===== src/rtl/mnist_argmax_out.sv =====
// mnist_argmax_out: argmax output stage behind the layer-2 array.
// It scans the class scores one per cycle after stop2 rises and keeps the
// signed maximum. The result is exposed on a PicoRV32 peripheral port, and a
// one-cycle irq is raised when the result becomes available.
// Optional build macro: ARGMAX_SCORE_READ_EN adds live score reads at 0x10+4*i.
//
// state | meaning
// IDLE  | waiting for a stop2 rising edge
// SCAN  | comparing scores[idx] against the running best, one per cycle
// DONE  | result held, irq pulsed on entry, waiting for a CLEAR write
module mnist_argmax_out #(
  parameter int          NUM_CLASSES = 10,
  parameter int          DATA_W      = 32,
  parameter logic [31:0] BASE_ADDR   = 32'h0300_0000
) (
  input  logic                          clk,
  input  logic                          reset,
  input  logic                          stop2,
  input  logic [DATA_W*NUM_CLASSES-1:0] scores,
  input  logic                          mem_valid,
  input  logic [31:0]                   mem_addr,
  input  logic [3:0]                    mem_wstrb,
  input  logic [31:0]                   mem_wdata,
  output logic                          mem_ready,
  output logic [31:0]                   mem_rdata,
  output logic                          result_valid,
  output logic [3:0]                    result_idx,
  output logic                          irq
);

  typedef enum logic [1:0] {
    IDLE = 2'd0,
    SCAN = 2'd1,
    DONE = 2'd2
  } state_t;

  localparam logic [3:0] LAST_IDX = 4'(NUM_CLASSES - 1);

  state_t              state, state_next;
  logic                stop2_q;
  logic [3:0]          idx;
  logic [DATA_W-1:0]   best;
  logic [3:0]          best_idx;
  logic                irq_sent;
  logic                start;
  logic                hit;
  logic                clear_wr;
  logic [DATA_W-1:0]   cur_score;
  logic [31:0]         rd_val;
  logic                unused_wdata;

  // Scores may be narrower or wider than the bus; the cast sign-extends or truncates.
  function automatic logic [31:0] to_bus(input logic [DATA_W-1:0] v);
    logic signed [DATA_W-1:0] s;
    s = v;
    return 32'(s);
  endfunction

  assign unused_wdata = ^mem_wdata;
  assign start        = stop2 & ~stop2_q;
  assign hit          = mem_valid & (mem_addr[31:8] == BASE_ADDR[31:8]) & ~mem_ready;
  assign clear_wr     = hit & (mem_wstrb != 4'd0) & (mem_addr[7:0] == 8'h0C) & (state == DONE);
  assign cur_score    = scores[DATA_W*idx +: DATA_W];

  // State register.
  always_ff @(posedge clk) begin
    if (reset) state <= IDLE;
    else       state <= state_next;
  end

  // Next-state logic and result outputs.
  always_comb begin
    state_next   = state;
    result_valid = 1'b0;
    result_idx   = 4'd0;
    irq          = 1'b0;
    case (state)
      IDLE: if (start) state_next = SCAN;
      SCAN: if (idx == LAST_IDX) state_next = DONE;
      DONE: begin
        result_valid = 1'b1;
        result_idx   = best_idx;
        irq          = ~irq_sent;
        if (clear_wr) state_next = IDLE;
      end
      default: state_next = IDLE;
    endcase
  end

  // Edge detect, scan datapath and irq-once tracking.
  always_ff @(posedge clk) begin
    if (reset) begin
      stop2_q  <= 1'b0;
      idx      <= 4'd0;
      best     <= '0;
      best_idx <= 4'd0;
      irq_sent <= 1'b0;
    end else begin
      stop2_q  <= stop2;
      irq_sent <= (state == DONE);
      case (state)
        IDLE: begin
          if (start) begin
            best     <= scores[DATA_W-1:0];
            best_idx <= 4'd0;
            idx      <= 4'd1;
          end
        end
        SCAN: begin
          // Strict compare: a tie keeps the earlier (lower) index.
          if ($signed(cur_score) > $signed(best)) begin
            best     <= cur_score;
            best_idx <= idx;
          end
          idx <= idx + 4'd1;
        end
        default: ;
      endcase
    end
  end

  // Register-map read mux.
  always_comb begin
    rd_val = 32'd0;
    case (mem_addr[7:0])
      8'h00: rd_val = {30'd0, (state == SCAN), (state == DONE)};
      8'h04: if (state == DONE) rd_val = {28'd0, best_idx};
      8'h08: if (state == DONE) rd_val = to_bus(best);
      default: begin
`ifdef ARGMAX_SCORE_READ_EN
        for (int i = 0; i < NUM_CLASSES; i++) begin
          if (mem_addr[7:0] == 8'(16 + 4*i)) rd_val = to_bus(scores[DATA_W*i +: DATA_W]);
        end
`endif
      end
    endcase
  end

  // Bus response: one-cycle ready per hit, rdata zero outside the ready cycle and on writes.
  always_ff @(posedge clk) begin
    if (reset) begin
      mem_ready <= 1'b0;
      mem_rdata <= 32'd0;
    end else begin
      mem_ready <= hit;
      mem_rdata <= (hit && mem_wstrb == 4'd0) ? rd_val : 32'd0;
    end
  end

endmodule


===== config.mk =====
export PLATFORM = sky130hd
export DESIGN_NAME = mnist_argmax_out
export DESIGN_NICKNAME = d
export VERILOG_FILES = /design/src/rtl/mnist_argmax_out.sv
export SDC_FILE = /design/constraint.sdc
export NUM_CORES = 1
export LEC_CHECK = 0
export CORE_AREA = 2 2 167 169
export CTS_CLUSTER_DIAMETER = 50
export DETAILED_ROUTE_END_ITERATION = 8
export DIE_AREA = 0 0 169 171
export SLEW_MARGIN = 10
export SYNTH_ARGS = -nofsm -noshare
export SYNTH_HDL_FRONTEND = slang
export SYNTH_SLANG_ARGS = --single-unit

===== constraint.sdc =====
create_clock -name clk -period 6.37 [get_ports clk]
set_input_delay 1.911 -clock clk [delete_from_list [all_inputs] [get_ports clk]]
set_output_delay 1.911 -clock clk [all_outputs]
set_load 0.01 [all_outputs]

Word level (Yosys, flattened, before mapping)
Index checks and enable logic that the tools add are counted.
Storage, ports and cells
  flip-flop bits (word level): 77
  bits of input ports: 392
  output and inout port bits: 39
  logic and storage cells: 60
Operators by class
  $add $sub $neg: 1
  $lt $le $gt $ge: 1
  eq/ne operators: 11
  shift operators: 1
  muxes and demuxes: 18
  bitwise logic cells: 10
  reductions and logical operators: 10
Operator list (count)
  320-bit by 10-bit indexed part select with 32-bit output: 1
  32-bit two-way mux: 3
  32-bit one-hot mux with 3 select lines: 1
  32-bit one-hot mux with 2 select lines: 1
  32-bit greater-than comparator: 1
  24-bit by 18-bit == test with 1-bit output, second input constant: 1
  4-bit two-way mux: 5
  8-bit by 4-bit == test with 1-bit output, second input constant: 2
  4-bit one-hot mux with 2 select lines: 2
  8-bit by 3-bit == test with 1-bit output, second input constant: 1
  8-bit logical NOT: 1
  2-bit inequality test, second input constant: 4
  1-bit AND: 6
  2-bit two-way mux: 3
  2-bit one-hot mux with 3 select lines: 1
  3-bit AND reduction: 2
  4-bit by 1-bit adder with 4-bit output, second input constant: 1
  4-bit == test, second input constant: 1
  4-bit logical NOT: 1
  1-bit NOT: 4
  4-bit nonzero test: 1
  2-bit by 1-bit == test with 1-bit output, second input constant: 1
  2-bit == test, second input constant: 1
  2-bit logical NOT: 1
  other kinds (5): 6

Depth between registers and ports, before layout
Gate-level depths: netlist (run 1).
  depth after elaboration: 8
  depth in mapped cells: 16

Worst setup path before layout (run 1)
OpenSTA, ideal clock, no wires.
  path kind: input to register
  start: input scores[255]
  end: register best[12]
  library setup time: 72 ps
  data arrival time: 4405 ps
  data required time: 6298 ps
  path slack: 1894 ps
  stages on the path: 12
  path through: mux4_2 > mux2i_1 > o22ai_1 > ha_1 > nand4_1 > nor4_2 > a31oi_1 > nor3b_2 > nor3_2 > buf_6 > buf_12 > mux2i_1
Between the ends
  cells in the longest elaborated chain, start to end: 4
Ends and longest elaborated chain
  from (decl): line 19  | input logic [DATA_W*NUM_CLASSES-1:0] scores,
  320-bit by 10-bit indexed part select with 32-bit output: line 63  | assign cur_score = scores[DATA_W*idx +: DATA_W];
  32-bit greater-than comparator: line 111  | if ($signed(cur_score) > $signed(best)) begin
  2-bit inequality test (no line)
  3-bit AND reduction (no line)
  to (signal assigned): line 104  | best <= scores[DATA_W-1:0];
  to (signal assigned): line 112  | best <= cur_score;
  to (decl): line 42  | logic [DATA_W-1:0] best;
Every way passes these cells.
A chain may end at the register's enable or synchronous reset.

Worst setup path after layout (run 1)
  start: input scores[31]
  end: register best[31]
Between the ends
  cells in the longest elaborated chain, start to end: 4
  elaborated cells on any way between the ends: 7
  classes of those cells: order compare: 1; eq/ne: 1; shift: 1; mux: 3; reduce/logical: 1
Ends and longest elaborated chain (line)
  320-bit by 10-bit indexed part select with 32-bit output: 63
  32-bit greater-than comparator: 111
  2-bit inequality test (no line)
  3-bit AND reduction (no line)
Several ways; a longest one is shown, not always the timed one. The select of a mux whose other input is x is not followed.

==> summary.md, run 1 <==
| Metric | Value |
|---|---|
| Power Density | 158 mW/mm2 |
| Slew of the pin with the lowest slew margin | 1.13 ns |
| DR pass1 iterations | 4 |
| Unrepaired setup endpoints after global routing | no |
| Crit-path cells | clkdlybuf4s50_1 -> mux4_2 -> mux2i_1 -> o22ai_1 -> ha_1 -> nand4_1 -> nor4_2 -> a31oi_1 -> nor3b_2 -> nor3_4 -> buf_4 -> mux2i_1 |
| CTS max path bufs | 2 |
| Buf+Inv Stages, Crit Path | 2 |
| Maximum clock rate | 184 MHz |
| Gates resized, CTS repair | 0 |
| Yosys Warn Count | 0 |
| Gp weighted congestion | 0.779 |
| Register area share after synthesis | 22.5% |
| Final worst path period need | 5.43 ns |
| Post-synthesis xor/xnor area fraction | less than 1% |
| Status | finished clean |
| Crit path top cell by count | mux2i_1 |
| Hpwl dp | 20800 um |
| CTS Hold Bufs | 0 |
| Biggest cell delay along the critical path | 0.48 ns |
| CP arrival | approximately 5.7 ns |
| Area growth, synth to finish | 64.5% |
| Initial core utilization | 25.1% |
| CTS sink cnt | between 70 and 80 |
| Core Region | 0.0273 mm2 |
| Aggregate negative setup slack | 0 ns |
| VDD IR max | 101 uV |
| EDFF count, synth | 0 |
| GRT Total Usage | 18.0% |
| First-pass GRT wire length | 39400 um |
| Nets | 1472 |
| Largest net degree at the start of global routing | 82 |
| CTS tree | built |
| Setup bufs post-CTS | 0 |
| CP Data Required Time | 6.63 ns |
| Chip height | 171 um |
| Slew Viols, Final | 0 |
| Final clock skew | 0.0129 ns |
| Synthesis-stage register bit count | 77 |
| GR peak layer | met2 |
| Post-Syn Nets | 1113 |
| Critical Path Fanout Max | 24 |
| Synth Area in Adders | under 10% |
| Num CTS Buffers | 9 |
| Max Cap Viol | 0 |
| Final setup viols | 0 |
| CTS clk-pin slew, worst paths | 0.06 ns |
| Synth Instances | about 690 |
| Die width | 169 um |
| Normalized max-slew margin | around a quarter |
| Largest family of logic cells by synthesized area | multiplexers |
| Hold Vio Cnt, Final | 0 |
| Overflow after GRT | 0 |
| PortBufs | 398 |
| Routed len/inst | about 19 um |
| Most common cell after layout, fill and taps aside | clkdlybuf4s50_1 |
| Total number of vias | 6770 |
| Synthesized area per cell | ~10 um2 |
| H-tree levels | 3 |
| Final instance count without filler cells | 1400 |
| Placed Cells incl. Taps | 1381 |
| Die area | 0.0289 mm2 |
| DP Area | 0.0110 mm2 |
| Synth cell types | 47 |
| CP Capture Type | register |
| Top FF cell, synth | dfxtp_1 |
| M1 GR Usage | 21.6% |
| Cell Area, Synth | 0.00686 mm2 |
| Final wirelength | 26900 um |
| I/O pin total | 431 |
| Iter 0 DRT Violations | roughly 230 |
| Multiplexer area fraction after synthesis | 35.5% |
| Synth Area in Simple Gates | a little over a fifth |
| CP Launch Type | primary input |
| Worst skew pair latency | between 0.3 and 0.4 ns |
| DRC errors left | 0 |
| GRT met2 Usage | 32.9% |
| Slowest cell on crit path | clkdlybuf4s50_1 |
| Static leakage | 3.94 nW |
| Hold Crit Class | register to register |
| Fraction of layout cells with a size suffix above 1 | 12.8% |
| Synth async-reset ratio | 0% |
| Final Cycle Share | 85.2% |
| Clk root buf | clkbuf_16 |
| Post-synthesis compound-gate area fraction | slightly below 7% |
| Crit Path Class | primary input to register |
| Vias in the first global route | a little under 7000 |
| Row cnt | 61 |
| Met3 usage in global routing | 3.89% |
| Routed Antenna Nets | 0 |
| Final Cell Area | approximately 0.011 mm2 |
| Vias/cell | about 4.8 |
| Most frequent cells in the layout | clkdlybuf4s50_1, mux2i_1, nor2_1, dfxtp_1, mux4_2 |
| Initial antenna violation count | 3 |
| CP delay by family, top | simple AND/OR/NAND/NOR gates |
[tightest hold or removal path, stage by stage, from the launching register on]
cell,delay [ns]
dfxtp_1,0.31
nand2b_1,0.06
mux2i_1,0.06
[kinds of logic (layout without fill, tap and decap cells)]
group                      after synthesis  after routing
other                                    0              3
and+or+nand+nor                        237            237
AOI/OAI and AO/OA                       76             76
buffers and inverters                   99            463
xor gates and xnor gates                 1              1
adders and majority gates               34             34
muxes                                  163            163
DFF                                     77             77
[flip-flops by register name (all words and copies together), names as in the netlist]
| name | flops |
|---|---|
| irq_sent | 1 |
| idx | 4 |
| best | 32 |
| stop2_q | 1 |
| mem_rdata | 32 |
| state | 2 |
| best_idx | 4 |
| mem_ready | 1 |
[cell type report]
class	count	area (um2)
clock buffers	11	243
multi-input cells	511	4810
repair buffers	410	4060
diodes	3	7.51
flip-flops and latches	77	1550
inverters	37	139
clock inverters	5	35.0
fillers	2718	16000
well taps	346	433
[Yosys cell counts, drive strengths merged (2+ instances only)]
cell type   n  share of area, %
nand2      11              0.60
nor3b       2              0.29
or4         3              0.33
ha         34               6.2
nand3b      5              0.55
o21ai       6              0.44
a21oi      21               1.5
dfxtp      77                22
nor4       35               5.7
nand4       8              0.73
and2        4              0.36
a211oi      3              0.40
nor2       78               4.3
buf        36               4.3
nor2b       6              0.55
or3        32               2.9
mux4       64                21
nor3        6              0.51
a22oi       3              0.33
o22ai      31               2.8
o31ai       3              0.33
mux2i      99                14
nand3       7              0.51
nand2b     37               3.4
clkbuf     26               1.4
inv        37               2.0
[path summary, 6_finish.rpt]
check                                 from        to  slack [ns]  cells past startpoint
worst min-delay path               best[6]   best[6]        0.47                      2
worst max register to register      idx[0]  best[31]        1.68                     12
worst max-delay path            scores[31]  best[31]        0.94                     12
worst min register to register     best[6]   best[6]        0.47                      2
[layer usage]
metal / routed length (um) / up-vias
met4: 321 / 0
met2: 13900 / 256
li1: - / 3297
met5: 0 / -
met3: 1750 / 17
met1: 11000 / 3200
[stage by stage]
step	hold slack [ns]	utilization, %	total power [mW]	setup slack, ns
2_1_floorplan	0.445	-	0.992	1.89
3_3_place_gp	0.460	40.2	1.30	0.732
3_5_place_dp	0.468	40.2	1.31	0.590
4_1_cts	0.478	41.3	1.81	0.941
5_1_grt	0.495	41.3	1.90	0.714
6_report	0.474	41.3	1.78	0.945
[report_power, final]
group / total [mW] / switching (mW) / internal (mW) / leakage [nW]
clock network: 0.491 / 0.216 / 0.276 / 0.136
logic: 0.738 / 0.297 / 0.441 / 3.17
registers: 0.553 / 0.0401 / 0.513 / 0.629
Note: power is estimated with default switching activity, not from simulation.
==> run 2: changes to the inputs <==
--- a/config.mk
+++ b/config.mk
@@ -5,10 +5,13 @@
 export SDC_FILE = /design/constraint.sdc
 export NUM_CORES = 1
 export LEC_CHECK = 0
+export CAP_MARGIN = 10
 export CORE_AREA = 2 2 167 169
 export CTS_CLUSTER_DIAMETER = 50
+export CTS_CLUSTER_SIZE = 16
 export DETAILED_ROUTE_END_ITERATION = 8
 export DIE_AREA = 0 0 169 171
+export SETUP_SLACK_MARGIN = 0.4
 export SLEW_MARGIN = 10
 export SYNTH_ARGS = -nofsm -noshare
 export SYNTH_HDL_FRONTEND = slang
==> results of run 2 <==
The final DEF is identical to that of run 1; final timing and power are the same.
